$ cat src/rtl/argmax_pkg.sv
// argmax_pkg: shared candidate type and elaboration helpers for argmax_tree.
//   cand_t    : {signed value, index} pair carried through the tournament tree
//   PAD_VALUE : score used for missing leaves (carrier minimum, can never win)
//   stages_f  : number of registered tree levels for n classes
//   cnt_f     : candidate count entering level s (ceil(n / 2^s))
//   pick_f    : node compare, right wins only on strictly greater signed value
package argmax_pkg;

  // Scores are sign-extended into a fixed carrier; index carrier covers 64 classes.
  localparam int unsigned MAX_DATA_W = 64;
  localparam int unsigned MAX_IDX_W  = 6;

  typedef struct packed {
    logic signed [MAX_DATA_W-1:0] value;
    logic        [MAX_IDX_W-1:0]  index;
  } cand_t;

  localparam logic signed [MAX_DATA_W-1:0] PAD_VALUE = {1'b1, {(MAX_DATA_W-1){1'b0}}};

  function automatic int unsigned stages_f(input int unsigned n);
    return (n <= 1) ? 1 : $clog2(n);
  endfunction

  function automatic int unsigned cnt_f(input int unsigned n, input int unsigned s);
    return (n + (32'd1 << s) - 1) >> s;
  endfunction

  // Ties keep the left (lower-index) candidate.
  function automatic cand_t pick_f(input cand_t left, input cand_t right);
    return (right.value > left.value) ? right : left;
  endfunction

endpackage

$ cat src/rtl/argmax_node.sv
// argmax_node: one compare-and-register tournament node.
//   clock, resetn : rising-edge clock, synchronous active-low reset
//   en_i          : load enable (low while the tree is stalled)
//   left_i        : lower-index candidate
//   right_i       : higher-index candidate (or padding)
//   cand_o        : registered winner
// KEEP_VALUE=0 drops the value register where no later compare reads it.
module argmax_node
  import argmax_pkg::*;
#(
  parameter bit KEEP_VALUE = 1'b1
) (
  input  logic  clock,
  input  logic  resetn,
  input  logic  en_i,
  input  cand_t left_i,
  input  cand_t right_i,
  output cand_t cand_o
);

  cand_t cand_d;
  cand_t cand_q;

  // Winner selection; value forced to zero when it is not carried onward.
  always_comb begin
    cand_d = pick_f(left_i, right_i);
    if (!KEEP_VALUE) begin
      cand_d.value = '0;
    end
  end

  always_ff @(posedge clock) begin
    if (!resetn) begin
      cand_q <= '0;
    end else if (en_i) begin
      cand_q <= cand_d;
    end
  end

  assign cand_o = cand_q;

endmodule

$ cat src/rtl/argmax_tree.sv
// argmax_tree: pipelined arg-max over N_CLASSES signed scores, one vector per cycle.
//   clock, resetn        : rising-edge clock, synchronous active-low reset
//   in_valid / in_ready  : input handshake; in_ready = ~stall (combinational)
//   in_data              : packed scores, class k at [k*DATA_W +: DATA_W]
//   out_valid / out_ready: output handshake, outputs held while stalled
//   out_index            : winning class (lowest index on ties)
//   out_value            : winning score, only when ARGMAX_VALUE_OUT_EN is defined
// Latency is stages_f(N_CLASSES) cycles; N_CLASSES in 2..64, DATA_W up to 64.
module argmax_tree
  import argmax_pkg::*;
#(
  parameter int unsigned N_CLASSES = 8,
  parameter int unsigned DATA_W    = 32,
  parameter int unsigned IDX_W     = $clog2(N_CLASSES)
) (
  input  logic                        clock,
  input  logic                        resetn,
  input  logic                        in_valid,
  output logic                        in_ready,
  input  logic [N_CLASSES*DATA_W-1:0] in_data,
  output logic                        out_valid,
  input  logic                        out_ready,
  output logic [IDX_W-1:0]            out_index
`ifdef ARGMAX_VALUE_OUT_EN
  ,
  output logic [DATA_W-1:0]           out_value
`endif
);

  localparam int unsigned STAGES = stages_f(N_CLASSES);

`ifdef ARGMAX_VALUE_OUT_EN
  localparam bit VALUE_OUT = 1'b1;
`else
  localparam bit VALUE_OUT = 1'b0;
`endif

  // Padding index is all-ones, which is >= N_CLASSES whenever padding exists.
  localparam logic [MAX_IDX_W-1:0] PAD_INDEX = MAX_IDX_W'((2 ** IDX_W) - 1);
  localparam cand_t PAD_CAND = '{value: PAD_VALUE, index: PAD_INDEX};

  logic              stall_c;
  logic [STAGES-1:0] valid_q;
  logic [STAGES-1:0] valid_d;
  cand_t             tree_q [STAGES][N_CLASSES];
  cand_t             fin_cand;
  logic              unused_fin;

  // Global stall: the whole pipe freezes while a result waits for the sink.
  assign stall_c  = valid_q[STAGES-1] & ~out_ready;
  assign in_ready = ~stall_c;

  // Valid bits shift alongside the data; bubbles are kept, not compressed.
  always_comb begin
    valid_d = valid_q;
    if (!stall_c) begin
      valid_d[0] = in_valid;
      for (int s = 1; s < STAGES; s++) begin
        valid_d[s] = valid_q[s-1];
      end
    end
  end

  always_ff @(posedge clock) begin
    if (!resetn) begin
      valid_q <= '0;
    end else begin
      valid_q <= valid_d;
    end
  end

  // Tournament tree: level s has ceil(N/2^(s+1)) nodes; odd counts pad on the right.
  for (genvar s = 0; s < STAGES; s++) begin : g_lvl
    localparam int unsigned N_IN  = cnt_f(N_CLASSES, s);
    localparam int unsigned N_OUT = cnt_f(N_CLASSES, s + 1);
    localparam bit          KEEP  = ((s + 1) < STAGES) || VALUE_OUT;

    for (genvar k = 0; k < N_CLASSES; k++) begin : g_node
      if (k < N_OUT) begin : g_cmp
        cand_t left_c;
        cand_t right_c;

        if (s == 0) begin : g_leaf
          assign left_c = '{value: MAX_DATA_W'(signed'(in_data[2*k*DATA_W +: DATA_W])),
                            index: MAX_IDX_W'(2*k)};
          if ((2*k + 1) < N_IN) begin : g_right
            assign right_c = '{value: MAX_DATA_W'(signed'(in_data[(2*k+1)*DATA_W +: DATA_W])),
                               index: MAX_IDX_W'(2*k + 1)};
          end else begin : g_pad
            assign right_c = PAD_CAND;
          end
        end else begin : g_inner
          assign left_c = tree_q[s-1][2*k];
          if ((2*k + 1) < N_IN) begin : g_right
            assign right_c = tree_q[s-1][2*k+1];
          end else begin : g_pad
            assign right_c = PAD_CAND;
          end
        end

        argmax_node #(
          .KEEP_VALUE(KEEP)
        ) u_node (
          .clock  (clock),
          .resetn (resetn),
          .en_i   (~stall_c),
          .left_i (left_c),
          .right_i(right_c),
          .cand_o (tree_q[s][k])
        );
      end else begin : g_idle
        assign tree_q[s][k] = '0;
      end
    end
  end

  // Outputs come straight from the final node register.
  assign fin_cand   = tree_q[STAGES-1][0];
  assign out_valid  = valid_q[STAGES-1];
  assign out_index  = fin_cand.index[IDX_W-1:0];
`ifdef ARGMAX_VALUE_OUT_EN
  assign out_value  = fin_cand.value[DATA_W-1:0];
`endif
  // Carrier bits above the configured widths are sign/zero extension only.
  assign unused_fin = ^fin_cand;

endmodule

$ cat config.mk
export PLATFORM = sky130hd
export DESIGN_NAME = argmax_tree
export DESIGN_NICKNAME = d
export VERILOG_FILES = /design/src/rtl/argmax_pkg.sv /design/src/rtl/argmax_node.sv /design/src/rtl/argmax_tree.sv
export SDC_FILE = /design/constraint.sdc
export NUM_CORES = 1
export LEC_CHECK = 0
export ABC_AREA = 1
export CELL_PAD_IN_SITES_DETAIL_PLACEMENT = 1
export CELL_PAD_IN_SITES_GLOBAL_PLACEMENT = 1
export CORE_MARGIN = 5
export CORE_UTILIZATION = 42
export DETAILED_ROUTE_END_ITERATION = 10
export PLACE_DENSITY = 0.84
export SLEW_MARGIN = 20
export SYNTH_ARGS = -nofsm -noshare
export SYNTH_HDL_FRONTEND = slang
export SYNTH_SLANG_ARGS = --single-unit
$ cat constraint.sdc
create_clock -name clock -period 6.4 [get_ports clock]
set_input_delay 1.92 -clock clock [delete_from_list [all_inputs] [get_ports clock]]
set_output_delay 1.92 -clock clock [all_outputs]
set_load 0.005 [all_outputs]
==> summary.txt <==
Run status
  • Outcome: finished, final reports clean

Global routing
  • Global route overflow: 0
  • All-Layer GR Usage: 0.245
  • Largest net degree at the start of global routing: 109
  • Initial antenna violation count: 0
  • First-pass GRT wire length: 92.2 mm
  • Vias in the first global route: 18600

Worst setup path
  • Crit path max fanout: 38
  • CP startpoint kind: primary input
  • CP required: 4.48 ns
  • Worst-path cell chain: clkdlybuf4s50_1 -> nor2_1 -> buf_4 -> inv_8 -> clkdlybuf4s50_1
  • Critical path's most frequent cell: clkdlybuf4s50_1
  • Worst Path Arrival: 3.36 ns
  • Worst r2r dst: g_lvl[1].g_node[1].g_cmp.u_node.cand_o[21]
  • Reg2Reg Depth: 14
  • Max incr delay on CP: 0.54 ns
  • WS Path Type: in -> out
  • RR Startpoint: g_lvl[0].g_node[2].g_cmp.u_node.cand_o[68]
  • Reg2reg setup slack: 3.17 ns
  • Worst Setup End Kind: output pin
  • Crit path from: out_ready
  • Worst Path Buf+Inv: 4
  • Slowest-stage cell, CP: clkdlybuf4s50_1
  • Crit path max-delay family: buffers and inverters

Timing
  • Unrepaired setup endpoints after global routing: no
  • Clock Skew: 0.0118 ns
  • Setup TNS: 0 ns
  • Max_slew headroom: 0.316
  • Fin crit share: 0.824
  • Worst-margin pin slew: 1.03 ns
  • Pins Over Slew Limit: 0
  • Min Hold Slack: 0.463 ns
  • Tmin final: 5.28 ns
  • # setup viols final: 0
  • Max Clk Rate: 190 MHz
  • Hold Fails Final Rpt: 0

Floorplan
  • I/O pin count: 265
  • Core Box Area: 0.0406 sq mm
  • Die H: 212 microns
  • Initial Util: 0.423
  • DIE WIDTH: 212 microns
  • Die Area: 0.0451 sq mm
  • Rows: 74

Min path
  • Worst hold path type: reg -> reg
  • Hold Path End: valid_q[1]
  • Start point of the worst hold path: valid_q[1]
  • Hold path cells: 2

Layout
  • Layout Cells excl Fill: 3467
  • Final Cell Area: 0.0209 sq mm
  • Layout fillers: 5472
  • Layout area overhead: 21.6%
  • Ant. Diodes: 0
  • Share of post-route cells with drive strength above 1: 0.0399
  • End-of-flow core utilization: 0.514
  • # nets final: 3401

Routing
  • WL/cell: 16.4 microns
  • Vias: 18000
  • Routed wire length: 57.0 mm
  • Drt first pass iters: 4
  • Vias/cell: 5.18
  • Drc violations: 0
  • Initial drt markers: 927
  • Routed Antenna Nets: 0

Logic synthesis
  • Sequential area share after synthesis: 0.242
  • Netlist Area Pre-Place: 0.0172 sq mm
  • Yosys warns: 0
  • Syn Nets: 3223
  • Synth cell types: 32
  • Adder-cell share of the synthesized area: 0.163
  • Synth Register Bits: 208
  • Complex-gate fraction of the synthesized area: 0.105
  • Synth area leaders: dfxtp_1 (24%), ha_1 (16%), inv_1 (15%)
  • Largest family of logic cells by synthesized area: simple AND/OR/NAND/NOR gates
  • Multiplexer share of the synthesized area: 0
  • Top cell type's share of synthesized area: 0.242
  • Cell taking the most area after synthesis: dfxtp_1
  • Cells after synthesis: 2739
  • FFs w/ async S/R, synth: 0
  • Number of flops mapped to enable cells by yosys: 0
  • Avg Inst Size Synth: 6.28 sq um
  • Post-Synth XOR/XNOR Area: 0
  • Main synth FF type: dfxtp_1
  • Synth Area in Simple Gates: 0.305

CTS
  • Clock sinks: 208
  • Clk pin slew, worst setup/hold paths: 0.06 ns
  • Setup bufs post-CTS: 0
  • CTS Root Cell: clkbuf_16
  • CTS tree: built
  • Post-CTS resize count: 0
  • Worst skew pair latency: 0.52 ns
  • Bufs on Longest Clock Path: 3
  • CTS Buf Count: 25
  • Hold buffer count at CTS: 0
  • H-tree depth: 1

Place
  • Total placed cells including tap cells: 3422
  • Routability cong.: 0.862
  • DP HPWL: 44.2 mm
  • Dpl cell area: 0.0200 sq mm
  • Input/output buffers: 264

Power
  • Switching share of total power: 0.370
  • Switching power: 1.80 mW
  • Combinational power share: 0.353
  • Lkg Pwr: 12.2 nW
  • Worst VDD drop: 0.187 mV
  • Sequential share of power: 0.336
  • Cell-internal power: 3.07 mW
  • Clk pwr share: 0.311
  • Power per cell area: 233 mW/mm^2

Run
  • Max-cap violations: 0
[worst max path at each step]
stage | cells past startpoint | slack, ns | end
after detailed placement | 5 | 1.14 | in_ready
after global routing | 5 | 1.08 | in_ready
after CTS | 5 | 1.13 | in_ready
after global placement | 5 | 1.12 | in_ready
final | 5 | 1.12 | in_ready
after floorplan | 5 | 1.66 | in_ready
[cell families (layout without fill, tap and decap cells)]
family | count (synthesis) | count (layout)
AND/OR/NAND/NOR | 1144 | 1144
buffers and inverters | 812 | 1008
AO/OA/AOI/OAI | 351 | 351
adder cells (fa/ha/maj) | 224 | 224
flip-flops | 208 | 208
[cells in the final DEF, fill, tap and decap left out, types with 2 or more instances in the layout]
cell type	synthesis	layout
or2_2	3	3
nand4_2	3	3
nor3_1	4	4
bufinv_16	0	5
a21oi_1	104	104
a21o_1	6	6
o21bai_1	3	3
ha_1	224	224
nand4_1	144	144
nand3_2	7	7
o21ai_0	228	228
nand2_2	24	25
nor2_2	3	3
buf_4	9	23
nand3_1	288	288
clkinv_2	0	8
nand2_1	589	588
clkbuf_16	0	25
nor4_2	3	3
o21a_1	7	7
nor2_1	70	70
a21boi_0	2	2
inv_1	676	675
dfxtp_1	208	208
nor4_1	2	2
clkdlybuf4s50_1	0	263
clkinvlp_4	0	5
[per-stage QoR]
step	power, mW	setup slack [ns]
after global routing	5.23	1.08
after detailed placement	3.37	1.14
after CTS	4.92	1.13
after global placement	3.28	1.12
after floorplan	2.76	1.66
final	4.87	1.12
[worst reg2reg max path, stage by stage (launching register included)]
cell	delay, ns
dfxtp_1	0.42
inv_1	0.07
ha_1	0.35
nand2_1	0.09
nor2_1	0.16
nand4_1	0.18
nor2_1	0.14
nand3_1	0.08
o21a_1	0.20
nand2_2	0.52
nand2_4	0.43
nand2_1	0.17
nand3_1	0.16
nand2_1	0.13
inv_1	0.04
[cell usage after synthesis (3+ instances only)]
cell / instances
nand3_1: 288
dfxtp_1: 208
ha_1: 224
nor2_1: 70
nor3_1: 4
buf_4: 9
o21a_1: 7
nor2_2: 3
o21bai_1: 3
or2_2: 3
buf_6: 9
buf_2: 29
nand4_2: 3
a21oi_1: 104
buf_1: 7
clkbuf_1: 81
inv_1: 676
nand2_2: 24
a21o_1: 6
nand3_2: 7
nor4_2: 3
o21ai_0: 228
nand2_1: 589
nand4_1: 144
[cell type report]
class                           instances  area (sq um)  share of cell area
Timing Repair Buffer                  286          2810               0.134
Sequential cell                       208          4160               0.199
Multi-Input combinational cell       1719          9850               0.471
Inverter                              677          2550               0.122
Clock buffer                           26           639              0.0306
Clock inverter                         19           236              0.0113
Tap cell                              532           666              0.0318
[flip-flops by register name (all words and copies together), names as in the netlist]
register                          cells
g_lvl.g_node.g_cmp.u_node.cand_o    205
valid_q                               3
[power by group through the flow]
| stage | clock network (mW) | registers [mW] | logic [mW] |
|---|---|---|---|
| 6_report | 1.51 | 1.64 | 1.72 |
| 5_1_grt | 1.61 | 1.65 | 1.97 |
| 4_1_cts | 1.55 | 1.64 | 1.73 |
| 3_5_place_dp | 0 | 1.66 | 1.71 |
| 3_3_place_gp | 0 | 1.66 | 1.62 |
| 2_1_floorplan | 0 | 1.57 | 1.19 |
[routing by layer]
metal / GRT usage / part of all wire / vias to the layer above
met1: 0.299 / 0.43 / 8626
li1: - / - / 8997
met4: 0.0731 / 0.034 / 0
met5: 0 / 0 / -
met3: 0.0230 / 0.031 / 83
met2: 0.456 / 0.50 / 258
No activity file was read; power rests on OpenSTA's default activity.
